**config.mk**
```make
export PLATFORM = sky130hd
export DESIGN_NAME = audio_clk_gen
export DESIGN_NICKNAME = d
export VERILOG_FILES = /design/src/rtl/audio_clk_pkg.sv /design/src/rtl/audio_clk_gen_clk_div_even.sv /design/src/rtl/audio_clk_gen.sv
export SDC_FILE = /design/constraint.sdc
export NUM_CORES = 1
export LEC_CHECK = 0
export ABC_CLOCK_PERIOD_IN_PS = 7300
export BUFFER_PORTS_ARGS = -buffer_cell sky130_fd_sc_hd__buf_4
export CAP_MARGIN = 30
export CORE_ASPECT_RATIO = 2
export CORE_MARGIN = 2
export CORE_UTILIZATION = 65
export CTS_BUF_LIST = sky130_fd_sc_hd__clkbuf_8
export DETAILED_ROUTE_END_ITERATION = 8
export PLACE_DENSITY = 0.88
export SYNTH_ARGS = -nofsm -noshare
export SYNTH_HDL_FRONTEND = slang
export SYNTH_HIERARCHICAL = 1
export SYNTH_SLANG_ARGS = --single-unit
```
**constraint.sdc**
```tcl
create_clock -name clk -period 7.3 [get_ports clk]
set_input_delay 1.46 -clock clk [delete_from_list [all_inputs] [get_ports clk]]
set_output_delay 1.46 -clock clk [all_outputs]
set_load 0.03 [all_outputs]
```
**src/rtl/audio_clk_pkg.sv**
```systemverilog
// Shared types and constants for the audio clock generator.
// Holds the tuning-word FSM states, dither LFSR constants and divider legality check.
package audio_clk_pkg;

  typedef enum logic {
    IDLE    = 1'b0,
    PENDING = 1'b1
  } tw_state_e;

  // Galois LFSR, taps 16,14,13,11 mapped onto a right-shifting register
  localparam logic [15:0] LFSR_SEED = 16'hACE1;
  localparam logic [15:0] LFSR_TAPS = 16'hB400;

  function automatic bit div_ok(input int d);
    return (d >= 2) && ((d % 2) == 0);
  endfunction

endpackage

```
**src/rtl/audio_clk_gen_clk_div_even.sv**
```systemverilog
// Even integer divider driven by a single-cycle tick; out toggles every DIV/2 ticks.
// rise/fall flag the tick on which out is about to change, so callers can chain dividers with no lag.
module clk_div_even
  import audio_clk_pkg::*;
#(
  parameter int DIV = 4
) (
  input  logic clk,
  input  logic rst,
  input  logic tick_in,
  output logic out,
  output logic rise,
  output logic fall
);

  localparam int HALF = DIV / 2;
  localparam int CNT_W = (HALF > 1) ? $clog2(HALF) : 1;
  localparam logic [CNT_W-1:0] CNT_LAST = CNT_W'(HALF - 1);

  if (!div_ok(DIV)) begin : g_bad_div
    $error("clk_div_even: DIV must be even and at least 2");
  end

  logic [CNT_W-1:0] cnt_reg, cnt_next;
  logic             out_reg, out_next;
  logic             wrap;

  always_comb begin
    wrap     = tick_in && (cnt_reg == CNT_LAST);
    cnt_next = cnt_reg;
    out_next = out_reg;
    if (wrap) begin
      cnt_next = '0;
      out_next = ~out_reg;
    end else if (tick_in) begin
      cnt_next = cnt_reg + 1'b1;
    end
  end

  always_ff @(posedge clk) begin
    if (rst) begin
      cnt_reg <= '0;
      out_reg <= 1'b0;
    end else begin
      cnt_reg <= cnt_next;
      out_reg <= out_next;
    end
  end

  assign out  = out_reg;
  assign rise = wrap & ~out_reg;
  assign fall = wrap & out_reg;

endmodule

```
**src/rtl/audio_clk_gen.sv**
```systemverilog
// DDS-based MCLK generator with I2S BCLK/LRCK dividers and a glitch-free tuning-word update.
// Optional macro AUDIO_CLK_DITHER_EN adds LFSR dither to the accumulator increment.
module audio_clk_gen
  import audio_clk_pkg::*;
#(
  parameter int          ACC_W         = 64,
  parameter logic [63:0] TW_DEFAULT    = 64'd4165090344402879488,
  parameter int          MCLK_PER_BCLK = 4,
  parameter int          BCLK_PER_LRCK = 64
) (
  input  logic             clk,
  input  logic             rst,
  input  logic             enable,
  input  logic [ACC_W-1:0] tw_in,
  input  logic             tw_valid,
  output logic             tw_ready,
  output logic [ACC_W-1:0] tw_active,
  output logic             mclk,
  output logic             mclk_rise,
  output logic             bclk,
  output logic             lrck,
  output logic             frame_start
);

  localparam logic [ACC_W-1:0] TW_RESET = TW_DEFAULT[ACC_W-1:0];

  if (ACC_W < 8 || ACC_W > 64) begin : g_bad_acc_w
    $error("audio_clk_gen: ACC_W must be within 8..64");
  end

  logic [ACC_W-1:0] acc_reg, acc_next, incr;
  logic [ACC_W-1:0] tw_active_reg, tw_active_next;
  logic [ACC_W-1:0] pend_tw_reg, pend_tw_next;
  tw_state_e        tw_state_reg, tw_state_next;
  logic             mclk_rise_reg, frame_start_reg;
  logic             rise_next, fall_carry, apply_now;
  logic             bclk_fall, lrck_fall;
  logic             bclk_rise_unused, lrck_rise_unused;

`ifdef AUDIO_CLK_DITHER_EN
  logic [15:0] lfsr_reg, lfsr_shift;

  for (genvar gi = 0; gi < 16; gi++) begin : g_lfsr
    if (gi == 15) begin : g_top
      assign lfsr_shift[gi] = LFSR_TAPS[gi] & lfsr_reg[0];
    end else begin : g_mid
      assign lfsr_shift[gi] = lfsr_reg[gi+1] ^ (LFSR_TAPS[gi] & lfsr_reg[0]);
    end
  end

  always_ff @(posedge clk) begin
    if (rst)         lfsr_reg <= LFSR_SEED;
    else if (enable) lfsr_reg <= lfsr_shift;
  end

  assign incr = tw_active_reg + {{(ACC_W-4){1'b0}}, lfsr_reg[3:0]};
`else
  assign incr = tw_active_reg;
`endif

  always_comb begin
    acc_next   = enable ? (acc_reg + incr) : acc_reg;
    rise_next  = enable & ~acc_reg[ACC_W-1] & acc_next[ACC_W-1];
    fall_carry = enable & acc_reg[ACC_W-1] & ~acc_next[ACC_W-1];
    // A zero word or a stalled accumulator never produces a falling edge, so apply at once.
    apply_now  = fall_carry | ~enable | (tw_active_reg == '0);
  end

  always_comb begin
    tw_state_next  = tw_state_reg;
    pend_tw_next   = pend_tw_reg;
    tw_active_next = tw_active_reg;
    tw_ready       = 1'b0;
    case (tw_state_reg)
      IDLE: begin
        tw_ready = 1'b1;
        if (tw_valid) begin
          pend_tw_next  = tw_in;
          tw_state_next = PENDING;
        end
      end
      PENDING: begin
        if (apply_now) begin
          tw_active_next = pend_tw_reg;
          tw_state_next  = IDLE;
        end
      end
      default: tw_state_next = IDLE;
    endcase
  end

  always_ff @(posedge clk) begin
    if (rst) begin
      acc_reg         <= '0;
      tw_active_reg   <= TW_RESET;
      pend_tw_reg     <= '0;
      tw_state_reg    <= IDLE;
      mclk_rise_reg   <= 1'b0;
      frame_start_reg <= 1'b0;
    end else begin
      acc_reg         <= acc_next;
      tw_active_reg   <= tw_active_next;
      pend_tw_reg     <= pend_tw_next;
      tw_state_reg    <= tw_state_next;
      mclk_rise_reg   <= rise_next;
      frame_start_reg <= lrck_fall;
    end
  end

  // Ticks are the combinational edge events, so divider outputs register on the same edge.
  clk_div_even #(.DIV(MCLK_PER_BCLK)) u_bclk_div (
    .clk     (clk),
    .rst     (rst),
    .tick_in (rise_next),
    .out     (bclk),
    .rise    (bclk_rise_unused),
    .fall    (bclk_fall)
  );

  clk_div_even #(.DIV(BCLK_PER_LRCK)) u_lrck_div (
    .clk     (clk),
    .rst     (rst),
    .tick_in (bclk_fall),
    .out     (lrck),
    .rise    (lrck_rise_unused),
    .fall    (lrck_fall)
  );

  assign mclk        = acc_reg[ACC_W-1];
  assign tw_active   = tw_active_reg;
  assign mclk_rise   = mclk_rise_reg;
  assign frame_start = frame_start_reg;

endmodule

```
; Word level (Yosys, flattened, before mapping)
; Index checks and enable logic that the tools add are counted.
; Widths: inputs -> output; s select.
[op_classes]
addsub = 3
eq_ne = 1
mux = 5
n_bitwise = 14
n_reduce_logical = 7
[ops]
columns = cell, count
row1 = $add 64x64->64, 1
row2 = $logic_not 64->1, 1
row3 = $mux 64, 1
row4 = $and 1x1->1, 6
row5 = $not 1->1, 6
row6 = $add 5x1->5 const B, 1
row7 = $eq 5x5->1 const B, 1
row8 = $reduce_and 2->1, 2
row9 = $reduce_or 2->1, 2
row10 = $mux 1, 3
row11 = $logic_and 1x1->1, 2
row12 = $or 1x1->1, 2
row13 = $pmux 1 s2, 1
row14 = $add 1x1->1 const B, 1
[totals]
reg_bits = 203
in_bits = 68
out_inout_bits = 70

; Logic depth before layout (Yosys ltp)
; Gate-level depths: netlist of run 1.
[logic_depth]
ltp_word = 8
depth_mapped = 18
ltp_nobuf = 15

; Hierarchy
; The synthesis of run 1 kept the hierarchy.
[modules_own_cells]
columns = mod, instances, cells_each, area_each_um2, seq_area_each_um2
row1 = audio_clk_gen, 1, 1314, 10761.6, 3903.7
row2 = clk_div_even at u_lrck_div, 1, 33, 302.8, 120.1
row3 = clk_div_even at u_bclk_div, 1, 10, 95.1, 40.0

; Worst setup path after synthesis of run 1
; OpenSTA, ideal clock, no wires.
[synth_timing]
kind = register to register
startpoint = reg tw_active_reg[29] (netlist: tw_active[29])
endpoint = reg u_lrck_div.cnt_reg[3]
setup_ps = 70
arrival_time_ps = 3403
required_ps = 7230
slack_ps = 3827
stages_incl_launch_ff = 19
n_path_buf = 3
path_cell_list = dfxtp_1 > ha_1 > buf_6 > and2_1 > and3_4 > a221oi_2 > o21ai_1 > a22oi_1 > nand2_1 > or2_2 > clkbuf_1 > o31ai_1 > o21ai_0 > inv_1 > and3_2 > buf_6 > nor3b_2 > nand4_1 > a21oi_1
[synth_between]
elab_chain_len = 7
[synth_lines]
columns = element, line
row1 = from (decl), audio_clk_gen.sv:32  ; logic [ACC_W-1:0] tw_active_reg, tw_active_next;
row2 = from (signal assigned), audio_clk_gen.sv:102  ; tw_active_reg <= tw_active_next;
row3 = $add 64x64->64 *, audio_clk_gen.sv:62  ; acc_next = enable ? (acc_reg + incr) : acc_reg;
row4 = $mux 64 *, audio_clk_gen.sv:62
row5 = $and 1x1->1 *, audio_clk_gen.sv:63  ; rise_next = enable & ~acc_reg[ACC_W-1] & acc_next[ACC_W-1];
row6 = via rise_next, audio_clk_gen.sv:36  ; logic rise_next, fall_carry, apply_now;
row7 = $logic_and 1x1->1 *, audio_clk_gen_clk_div_even.sv:29  ; wrap = tick_in && (cnt_reg == CNT_LAST);
row8 = $and 1x1->1 *, audio_clk_gen_clk_div_even.sv:52  ; assign fall = wrap & out_reg;
row9 = via bclk_fall, audio_clk_gen.sv:37  ; logic bclk_fall, lrck_fall;
row10 = $logic_and 1x1->1, audio_clk_gen_clk_div_even.sv:29
row11 = $reduce_or 2->1 (no source line), n/a
row12 = to (signal assigned), audio_clk_gen_clk_div_even.sv:45  ; cnt_reg <= cnt_next;
row13 = to (decl), audio_clk_gen_clk_div_even.sv:24  ; logic [CNT_W-1:0] cnt_reg, cnt_next;
; Mark *: on every way through the listed nets, which the timed path passes. The rest lies on a longest branch.
; A chain may end at the register's enable or synchronous reset.

; Worst setup path in the final report of run 1
[layout_timing]
startpoint = reg tw_active_reg[31] (netlist: tw_active[31])
endpoint = reg u_lrck_div.cnt_reg[2]
; Same word-level chain as after synthesis.

==> run summary, run 1 <==
status -> complete, no violations
vias in the first global route -> 10700
Max Cap Viol -> 0
Die Wd -> 96.6 um
DR vias/cell -> 6.33
Startpoint Class -> flop
min-delay worst type -> flop to flop
number of cell rows -> 67
FF-to-FF path depth -> 14
Pleak -> 5.35 nW
Fmax achieved -> 230 MHz
Worst Hold Path EP -> pend_tw_reg[59]
H-tree depth -> 1
final worst path period share -> 59.6%
syn avg cell area -> 8.23 sq um
Starting Density -> 66.5%
CORE AREA -> 16800 sq um
GRT Total Usage -> 38.7%
worst endpoint data arrival time -> 4800 ps
hold buffer count at CTS -> 0
reg2reg setup slack -> 2950 ps
global-route wire length before repair -> 55900 um
WL/cell -> 21.8 um
Gate Count Post-Synth -> 1355
post-route minimum period -> 4350 ps
clk sinks -> 203
Core Util, Final -> 75.6%
synth warn -> 6
CTS tree -> yes
Hold Path Cell Cnt -> 2
required time of the critical path -> 7750 ps
DRT Wirelength -> 36400 um
DR DRC count -> 0
DPL Wire Length -> 27500 um
setup violators final -> 0
WS Path Type -> flop to flop
DR iter-0 viols -> 491
largest net degree at the start of global routing -> 70
# port buffers -> 137
Slew HR -> 40.7%
CP Max Fanout -> 11
Slew Limit Fails -> 0
Final ANT Viol Nets -> 0
Vias -> 10600
Die Y -> 189 um
Hold Path Origin -> pend_tw_reg[59]
post-CTS setup buffers -> 0
final hold violations -> 0
Worst Tran Pin Value -> 880 ps
antenna violations before repair -> 0
RSZ-0062 raised after global routing -> false
Synth Cell Area -> 11200 sq um
clock-pin slew on the worst setup and hold paths -> 70 ps
worst setup skew after layout -> 33.9 ps
capturing point of the worst reg2reg path -> u_lrck_div/cnt_reg[2]
RR Startpoint -> tw_active[31]
peak supply drop -> 0.188 mV
Worst-Skew Late Latency -> 610 ps
total grt overflow -> 0
layout cells sized above 1 -> 14.2%
die area -> 18300 sq um
TNS Setup -> 0 ps
Root Buffer -> clkbuf_8
Final nets -> 1581
clk buf depth -> 3
synth-to-layout area growth -> 13.7%
I/O pins -> 138
Final Wtd Congestion -> 1.01
Synth Net Count -> 1489
DR pass1 iterations -> 5
CTS resizes -> 0
pwr/cell area -> 233 nW/um^2
CTS Buf Count -> 28
CP Capture Type -> flop
filler instances -> 1305
ant diodes -> 0
==> critical path, cell delays in order (launching register included) <==
cell	delay [ps]
dfxtp_1	600
ha_1	380
nand4_1	160
or3_1	420
nor3_1	320
o21ai_1	130
nand2_1	160
or2_2	250
o31ai_1	110
o21ai_0	720
inv_1	220
and3_2	340
nor4bb_1	150
a21oi_1	160
nor2_1	60
==> power breakdown <==
part | internal [mW] | switching (mW) | leakage, nW
registers | 1.19 | 0.0768 | 1.66
logic | 0.324 | 0.489 | 3.38
clock network | 0.431 | 0.442 | 0.315
total | 1.95 | 1.01 | 5.35
==> metal layers <==
layer | up-vias | routed length [um] | global-route usage [%]
met1 | 4919 | 11200 | 33.8
met3 | 220 | 2080 | 5.76
met2 | 458 | 18800 | 72.4
met4 | 0 | 4310 | 37.8
met5 | - | 0 | 0
li1 | 4979 | - | -
==> area by class of cell <==
cell class | count | area [sq um] | share of cell area, %
Multi-Input combinational cell | 1046 | 6610 | 52.2
Tap cell | 207 | 259 | 2.04
Sequential cell | 203 | 4060 | 32.1
Timing Repair Buffer | 145 | 1110 | 8.77
Clock inverter | 12 | 60.1 | 0.474
Clock buffer | 35 | 482 | 3.80
Inverter | 23 | 86.3 | 0.681
==> worst max path at each step <==
stage             startpoint                     to  slack, ps  cells past startpoint
2_1_floorplan  tw_active[29]  u_lrck_div/cnt_reg[3]       3830                     18
3_3_place_gp   tw_active[30]          tw_active[50]       2980                     12
3_5_place_dp   tw_active[32]  u_lrck_div/cnt_reg[2]       3140                     14
4_1_cts        tw_active[32]  u_lrck_div/cnt_reg[2]       3080                     14
5_1_grt         tw_active[0]            acc_reg[38]       2770                     13
6_report       tw_active[31]  u_lrck_div/cnt_reg[2]       2950                     14
==> per-stage QoR <==
step	instance area, sq um	power [mW]	std cells	worst slack [ps]	hold WS (ps)
5_1_grt	12700	3.08	1671	2770	474
4_1_cts	12700	2.95	1671	3080	457
6_report	12700	2.95	1671	2950	456
3_3_place_gp	12100	2.07	1623	2980	436
2_1_floorplan	11200	1.86	1355	3830	429
3_5_place_dp	12100	2.09	1624	3140	446
==> placed cells by master, fill, tap and decap left out, types with 3 or more instances in the layout <==
master      n
a21o_1     31
or3_1       3
buf_4     143
nand3b_1    3
o21ai_0    59
nor3_1     13
a211oi_1   11
o21bai_1   12
a22o_1      4
a211o_1    29
nand2_1   204
o221ai_1    3
a21oi_1   154
inv_1      32
ha_1       65
o21a_1      8
nor2_1    128
nor4_1     22
nand4_1    33
and3_1      3
clkbuf_8   35
a31oi_1     6
a22oi_1     3
nand2b_1    9
o21ai_1     7
xnor2_1    42
nor2b_1    36
xor2_1     19
o31ai_1     5
dfxtp_1   203
mux2i_1    71
nand3_1    12
(Power assumes the default switching activity.)
==> run 2, diff against run 1 <==
ABC_CLOCK_PERIOD_IN_PS = 3800   (was 7300)
CORE_UTILIZATION = 55   (was 65)
PLACE_DENSITY = 0.79   (was 0.88)
clock period = 3.8 ns   (was 7.3 ns; I/O delays follow)
==> run 2 against run 1 <==
Sequential share of layout area is 1.5 points lower. Cell count is 7.0% higher. Cell area is 4.9% higher. Critical path depth is 2 higher. Clock skew is 14 ps lower. Non-clock buffer count is 56 higher. Clock-buffer cell count is 4 higher. Register-to-register slack worse by 2700 ps. Sequential power is 91% higher. Core utilization is 8.8 points lower. Worst setup slack worse by 2700 ps. Largest cell class unchanged. Highest routed layer unchanged. Clock power is 110% higher.
==> run summary, run 2 (same netlist as run 1, synthesis figures left out) <==
status -> complete, no violations
WL/cell -> 21.5 um (-1.4%)
Worst-Skew Late Latency -> 620 ps (about the same)
Starting Density -> 56.0% (-11 points)
ant diodes -> 0 (unchanged)
clk buf depth -> 3 (unchanged)
Root Buffer -> clkbuf_8
post-CTS setup buffers -> 0 (unchanged)
I/O pins -> 138 (unchanged)
Slew Limit Fails -> 0 (unchanged)
final hold violations -> 0 (unchanged)
required time of the critical path -> 4270 ps (-3480 ps)
post-route minimum period -> 3590 ps (-756 ps)
slowest stage cell, crit path -> a211oi_1
most frequent cells in the layout -> 204 x nand2_1, 202 x dfxtp_1, 197 x buf_4
Startpoint Class -> flop
global-route wire length before repair -> 58500 um (+4.7%)
worst endpoint data arrival time -> 4060 ps (-740 ps)
CP Capture Type -> flop
vias in the first global route -> 11000 (+2.8%)
final worst path period share -> 94.5% (+35 points)
Vias -> 10700 (+1.3%)
number of cell rows -> 73 (+9.0%)
CP top delay family -> compound AO/OA/AOI/OAI gates
layout cells sized above 1 -> 18.0% (+3.8 points)
non-filler cells, final -> 1788 (+7.0%)
DR pass1 iterations -> 6 (+1)
CTS tree -> yes
setup violators final -> 0 (unchanged)
Final nets -> 1638 (+3.6%)
CTS resizes -> 0 (unchanged)
CTS Buf Count -> 29 (+3.6%)
GRT Total Usage -> 35.7% (-3.0 points)
Final Wtd Congestion -> 1.01 (-0.19%)
worst setup skew after layout -> 19.8 ps (-14.1 ps)
DRT Wirelength -> 38400 um (+5.6%)
Worst Tran Pin Value -> 871 ps (-9.08 ps)
Die Y -> 205 um (+8.5%)
most common cell after layout, fill and taps aside -> nand2_1
Final ANT Viol Nets -> 0 (unchanged)
die area -> 21500 sq um (+18%)
synth-to-layout area growth -> 19.2%
H-tree depth -> 1 (unchanged)
DR iter-0 viols -> 561 (+14%)
CP Buf/Inv Count -> 4 (+3)
clock-pin slew on the worst setup and hold paths -> 70 ps (about the same)
worst path cell trace -> ha_1 > inv_1 > fa_1 > nor2b_1 > o2111ai_1 > a211oi_1 > nor3b_1 > buf_4 > o31ai_1 > buf_4 > o21a_1 > a31oi_1 > buf_4 > o21bai_1 > xnor2_1 > o21ai_0
most used cell, CP -> buf_4
CORE AREA -> 19900 sq um (+19%)
hold buffer count at CTS -> 0 (unchanged)
clk sinks -> 203 (unchanged)
Die Wd -> 105 um (+8.4%)
CP Max Fanout -> 3 (-8)
area taken by multi-input logic gates -> 6630 sq um (+0.30%)
Hold WS -> 397 ps (-58.9 ps)
largest net degree at the start of global routing -> 178 (+150%)
DR vias/cell -> 5.99 (-5.4%)
CP max stage delay -> 460 ps (-260 ps)
Fmax achieved -> 278 MHz (+21%)
placed cell count -> 1735 (+6.8%)
antenna violations before repair -> 0 (unchanged)
DPL Wire Length -> 29700 um (+8.0%)
pwr/cell area -> 448 nW/um^2 (+92%)
Slew HR -> 41.9% (+1.2 points)
DR DRC count -> 0 (unchanged)
filler instances -> 1760 (+35%)
# port buffers -> 137 (unchanged)
Pleak -> 5.68 nW (+6.1%)
min-delay worst type -> input port to flop
Max Cap Viol -> 0 (unchanged)
total grt overflow -> 0 (unchanged)
peak supply drop -> 0.321 mV (+71%)
WS Path Type -> flop to flop
Seq. cell area -> 4070 sq um (about the same)
## run 2: cell types whose count changed in the layout (fill, tap and decap cells not counted), sizes merged
cell      delta
clkinvlp     +1
inv          -1
clkinv       +1
buf         +56
bufinv       +1
clkbuf       +4
## run 2: per-stage QoR
step                      instance area, sq um  total power [mW]  worst slack [ps]  util, %  TNS (ps)
after floorplan                          11200              3.57               327        -         0
after global placement                   12600              4.09               276     63.5         0
after detailed placement                 12600              4.12               157     63.5         0
after CTS                                13300              5.96               159     66.7         0
after global routing                     13300              6.23             -22.4     66.8     -23.0
final                                    13300              5.96               209     66.8         0
## run 2: metal layers
metal  global-route usage [%]  up-vias  part of all wire (%)
met4                     38.7        0                    13
met1                     29.3     4969                    30
li1                         -     5102                     -
met2                     67.3      439                    52
met3                     5.80      201                   4.7
met5                        0        -                     0
## run 2: final timing paths
check / startpoint / end / slack, ps / cells after the start
setup / recovery: tw_active[0] / acc_reg[56] / 210 / 16
hold / removal: tw_in[13] / pend_tw_reg[13] / 400 / 3
setup reg to reg: tw_active[0] / acc_reg[56] / 210 / 16
hold reg to reg: acc_reg[53] / acc_reg[53] / 450 / 2
## run 2: area by class of cell
class / instances / area share, %
Inverter: 23 / 0.649
Clock buffer: 39 / 4.04
Multi-Input combinational cell: 1046 / 49.9
Timing Repair Buffer: 201 / 11.7
Sequential cell: 203 / 30.6
Tap cell: 262 / 2.47
Clock inverter: 14 / 0.706
## run 2: power breakdown
group | switching [mW] | internal (mW)
combinational | 0.997 | 0.689
sequential | 0.132 | 2.29
clock | 0.867 | 0.987
total | 2.00 | 3.96
## run 2: worst register-to-register path, cell delays in order (launching register included)
cell	delay, ps
dfxtp_1	340
ha_1	170
inv_1	60
fa_1	370
nor2b_1	200
o2111ai_1	270
a211oi_1	460
nor3b_1	130
buf_4	160
o31ai_1	220
buf_4	190
o21a_1	170
a31oi_1	150
buf_4	180
o21bai_1	170
xnor2_1	130
o21ai_0	80
==> run 3, diff against run 2 <==
CORE_UTILIZATION = 25   (was 55)
PLACE_DENSITY = unset   (was 0.79)
==> run 3 against run 2 <==
Worst setup slack improved by 20 ps. Clock-buffer cell count increased by 3. First-iteration DRC count decreased by 19%. Via count decreased by 2.9%. Routed wire length increased by 3.6%. Fmax increased by 0.55%. Power increased by 4.7%. Hold slack improved by 51 ps. Register-to-register slack improved by 20 ps. Critical path type unchanged. Largest power group unchanged.
==> run summary, run 3 (same netlist as run 1, synthesis figures left out) <==
DRT Wirelength -> 39800 um (+3.6%)
Die Wd -> 153 um (+46%)
CP Buf/Inv Count -> 3 (-1)
setup violators final -> 0 (unchanged)
largest net degree at the start of global routing -> 96 (-46%)
Hold Path Origin -> acc_reg[53]
# port buffers -> 137 (unchanged)
Placed Area -> 13000 sq um (+2.6%)
total grt overflow -> 0 (unchanged)
min-delay worst type -> flop to flop
reg2reg setup slack -> 230 ps (+20 ps)
Starting Density -> 25.2% (-31 points)
clk buf depth -> 3 (unchanged)
vias in the first global route -> 10600 (-3.5%)
Pleak -> 5.72 nW (+0.61%)
die area -> 46400 sq um (+120%)
clk sinks -> 203 (unchanged)
capturing point of the worst reg2reg path -> acc_reg[60]
CTS Buf Count -> 35 (+21%)
Hold Path Cell Cnt -> 2 (-1)
Startpoint Class -> flop
CP top delay family -> compound AO/OA/AOI/OAI gates
final worst slack -> 228 ps (+19.7 ps)
RSZ-0062 raised after global routing -> false
status -> complete, no violations
CORE AREA -> 44200 sq um (+120%)
Worst Tran Pin Value -> 1020 ps (+145 ps)
layout cells sized above 1 -> 18.5% (+0.48 points)
most frequent cells in the layout -> 204 x nand2_1, 202 x dfxtp_1, 197 x buf_4
worst endpoint data arrival time -> 3970 ps (-90 ps)
DR vias/cell -> 4.99 (-17%)
Final ANT Viol Nets -> 0 (unchanged)
DR pass1 iterations -> 6 (unchanged)
Final Wtd Congestion -> 0.929 (-8.2%)
Die Y -> 303 um (+47%)
global-route wire length before repair -> 60000 um (+2.5%)
CP max stage delay -> 380 ps (-80 ps)
most common cell after layout, fill and taps aside -> nand2_1
Worst Hold Path EP -> acc_reg[53]
H-tree depth -> 2 (+1)
FF-to-FF path depth -> 15 (-1)
CP Max Fanout -> 3 (unchanged)
Vias -> 10400 (-2.9%)
final hold violations -> 0 (unchanged)
Worst-Skew Late Latency -> 560 ps (-60 ps)
antenna violations before repair -> 1 (+1)
worst setup skew after layout -> 21.8 ps (+1.99 ps)
WL/cell -> 19.1 um (-11%)
Slew HR -> 32.3% (-9.6 points)
final worst path period share -> 94.0% (-0.52 points)
pwr/cell area -> 454 nW/um^2 (+1.4%)
I/O pins -> 138 (unchanged)
total power -> 6.24 mW (+4.7%)
clock-pin slew on the worst setup and hold paths -> 70 ps (about the same)
Max Cap Viol -> 0 (unchanged)
filler instances -> 4790 (+170%)
Final nets -> 1642 (+0.24%)
Slew Limit Fails -> 0 (unchanged)
WS Path Type -> flop to flop
post-route minimum period -> 3570 ps (-19.7 ps)
slowest stage cell, crit path -> fa_1
Root Buffer -> clkbuf_8
CTS tree -> yes
peak supply drop -> 0.236 mV (-27%)
Fmax achieved -> 280 MHz (+0.55%)
number of cell rows -> 109 (+49%)
DPL Wire Length -> 31100 um (+4.6%)
RR Startpoint -> acc_reg[0]
DR iter-0 viols -> 452 (-19%)
TNS Setup -> 0 ps (unchanged)
CP Capture Type -> flop
cell area after layout -> 13700 sq um (+3.3%)
post-CTS setup buffers -> 0 (unchanged)
synth-to-layout area growth -> 23.2%
dpl ws -> 24.2 ps (-133 ps)
worst path cell trace -> ha_1 > inv_1 > fa_1 > nor2b_1 > o2111ai_1 > buf_4 > a211oi_1 > nor3b_1 > o31ai_1 > buf_4 > o21a_1 > a31oi_1 > o21ai_0 > xnor2_1 > o21ai_0
required time of the critical path -> 4200 ps (-70 ps)
GRT Total Usage -> 16.7% (-19 points)
DR DRC count -> 0 (unchanged)
[run 3: cell count changes in the layout (fill, tap and decap cells not counted), moves of 2 or more]
cell,delta
clkbuf_8,+3
clkinv_2,+2
inv_1,-2
buf_12,-2
bufinv_16,+2
a21oi_2,+3
a21oi_1,-3
inv_6,+2
[run 3: report_power, final]
group          switching (mW)  internal (mW)  total, mW
Combinational           0.969          0.674       1.64
Sequential              0.138           2.29       2.43
Clock                   0.959           1.21       2.17
[run 3: worst min-delay path, cell delays in order, from the launching register on]
cell and delay, ps:
dfxtp_1 310, nand2_1 50, o21ai_1 50
[run 3: worst max-delay path by stage]
stage / start / to / slack, ps / cells past startpoint
floorplan: tw_active[29] / u_lrck_div/cnt_reg[3] / 330 / 18
global placement: tw_active[30] / u_lrck_div/cnt_reg[3] / 140 / 15
detailed placement: tw_active[30] / u_lrck_div/cnt_reg[2] / 20 / 15
CTS: tw_active[30] / u_lrck_div/cnt_reg[2] / 80 / 15
global route: tw_active[0] / acc_reg[60] / 0.4 / 15
finish: acc_reg[0] / acc_reg[60] / 230 / 15
[run 3: through the flow]
stage	hold WS [ps]	util, %	instances
3_5_place_dp	444	29.3	2026
4_1_cts	425	31.0	2085
6_report	448	31.1	2086
2_1_floorplan	429	-	1355
3_3_place_gp	438	29.3	2026
5_1_grt	438	31.1	2086
[run 3: per-layer routing]
layer,global-route usage (%),part of all wire (%),vias up
met2,32.0,53,283
met1,15.6,34,4898
met5,0,0,-
met4,13.9,9.3,0
met3,2.23,3.7,114
li1,-,-,5104
[run 3: area by class of cell]
| type | count | area (sq um) | area share [%] |
|---|---|---|---|
| diodes | 1 | 2.50 | 0.0182 |
| clock buffers | 42 | 578 | 4.21 |
| clock inverters | 17 | 163 | 1.18 |
| inverters | 23 | 86.3 | 0.628 |
| multi-input cells | 1046 | 6640 | 48.3 |
| flip-flops and latches | 203 | 4070 | 29.6 |
| well taps | 555 | 694 | 5.06 |
| repair buffers | 199 | 1510 | 11.0 |
[run 3: timing repair]
action,in CTS,in global routing
resized for setup,1,7
cloned,0,0
hold buffers,0,0
endpoints found under the setup margin,1,7
pin swaps,0,1
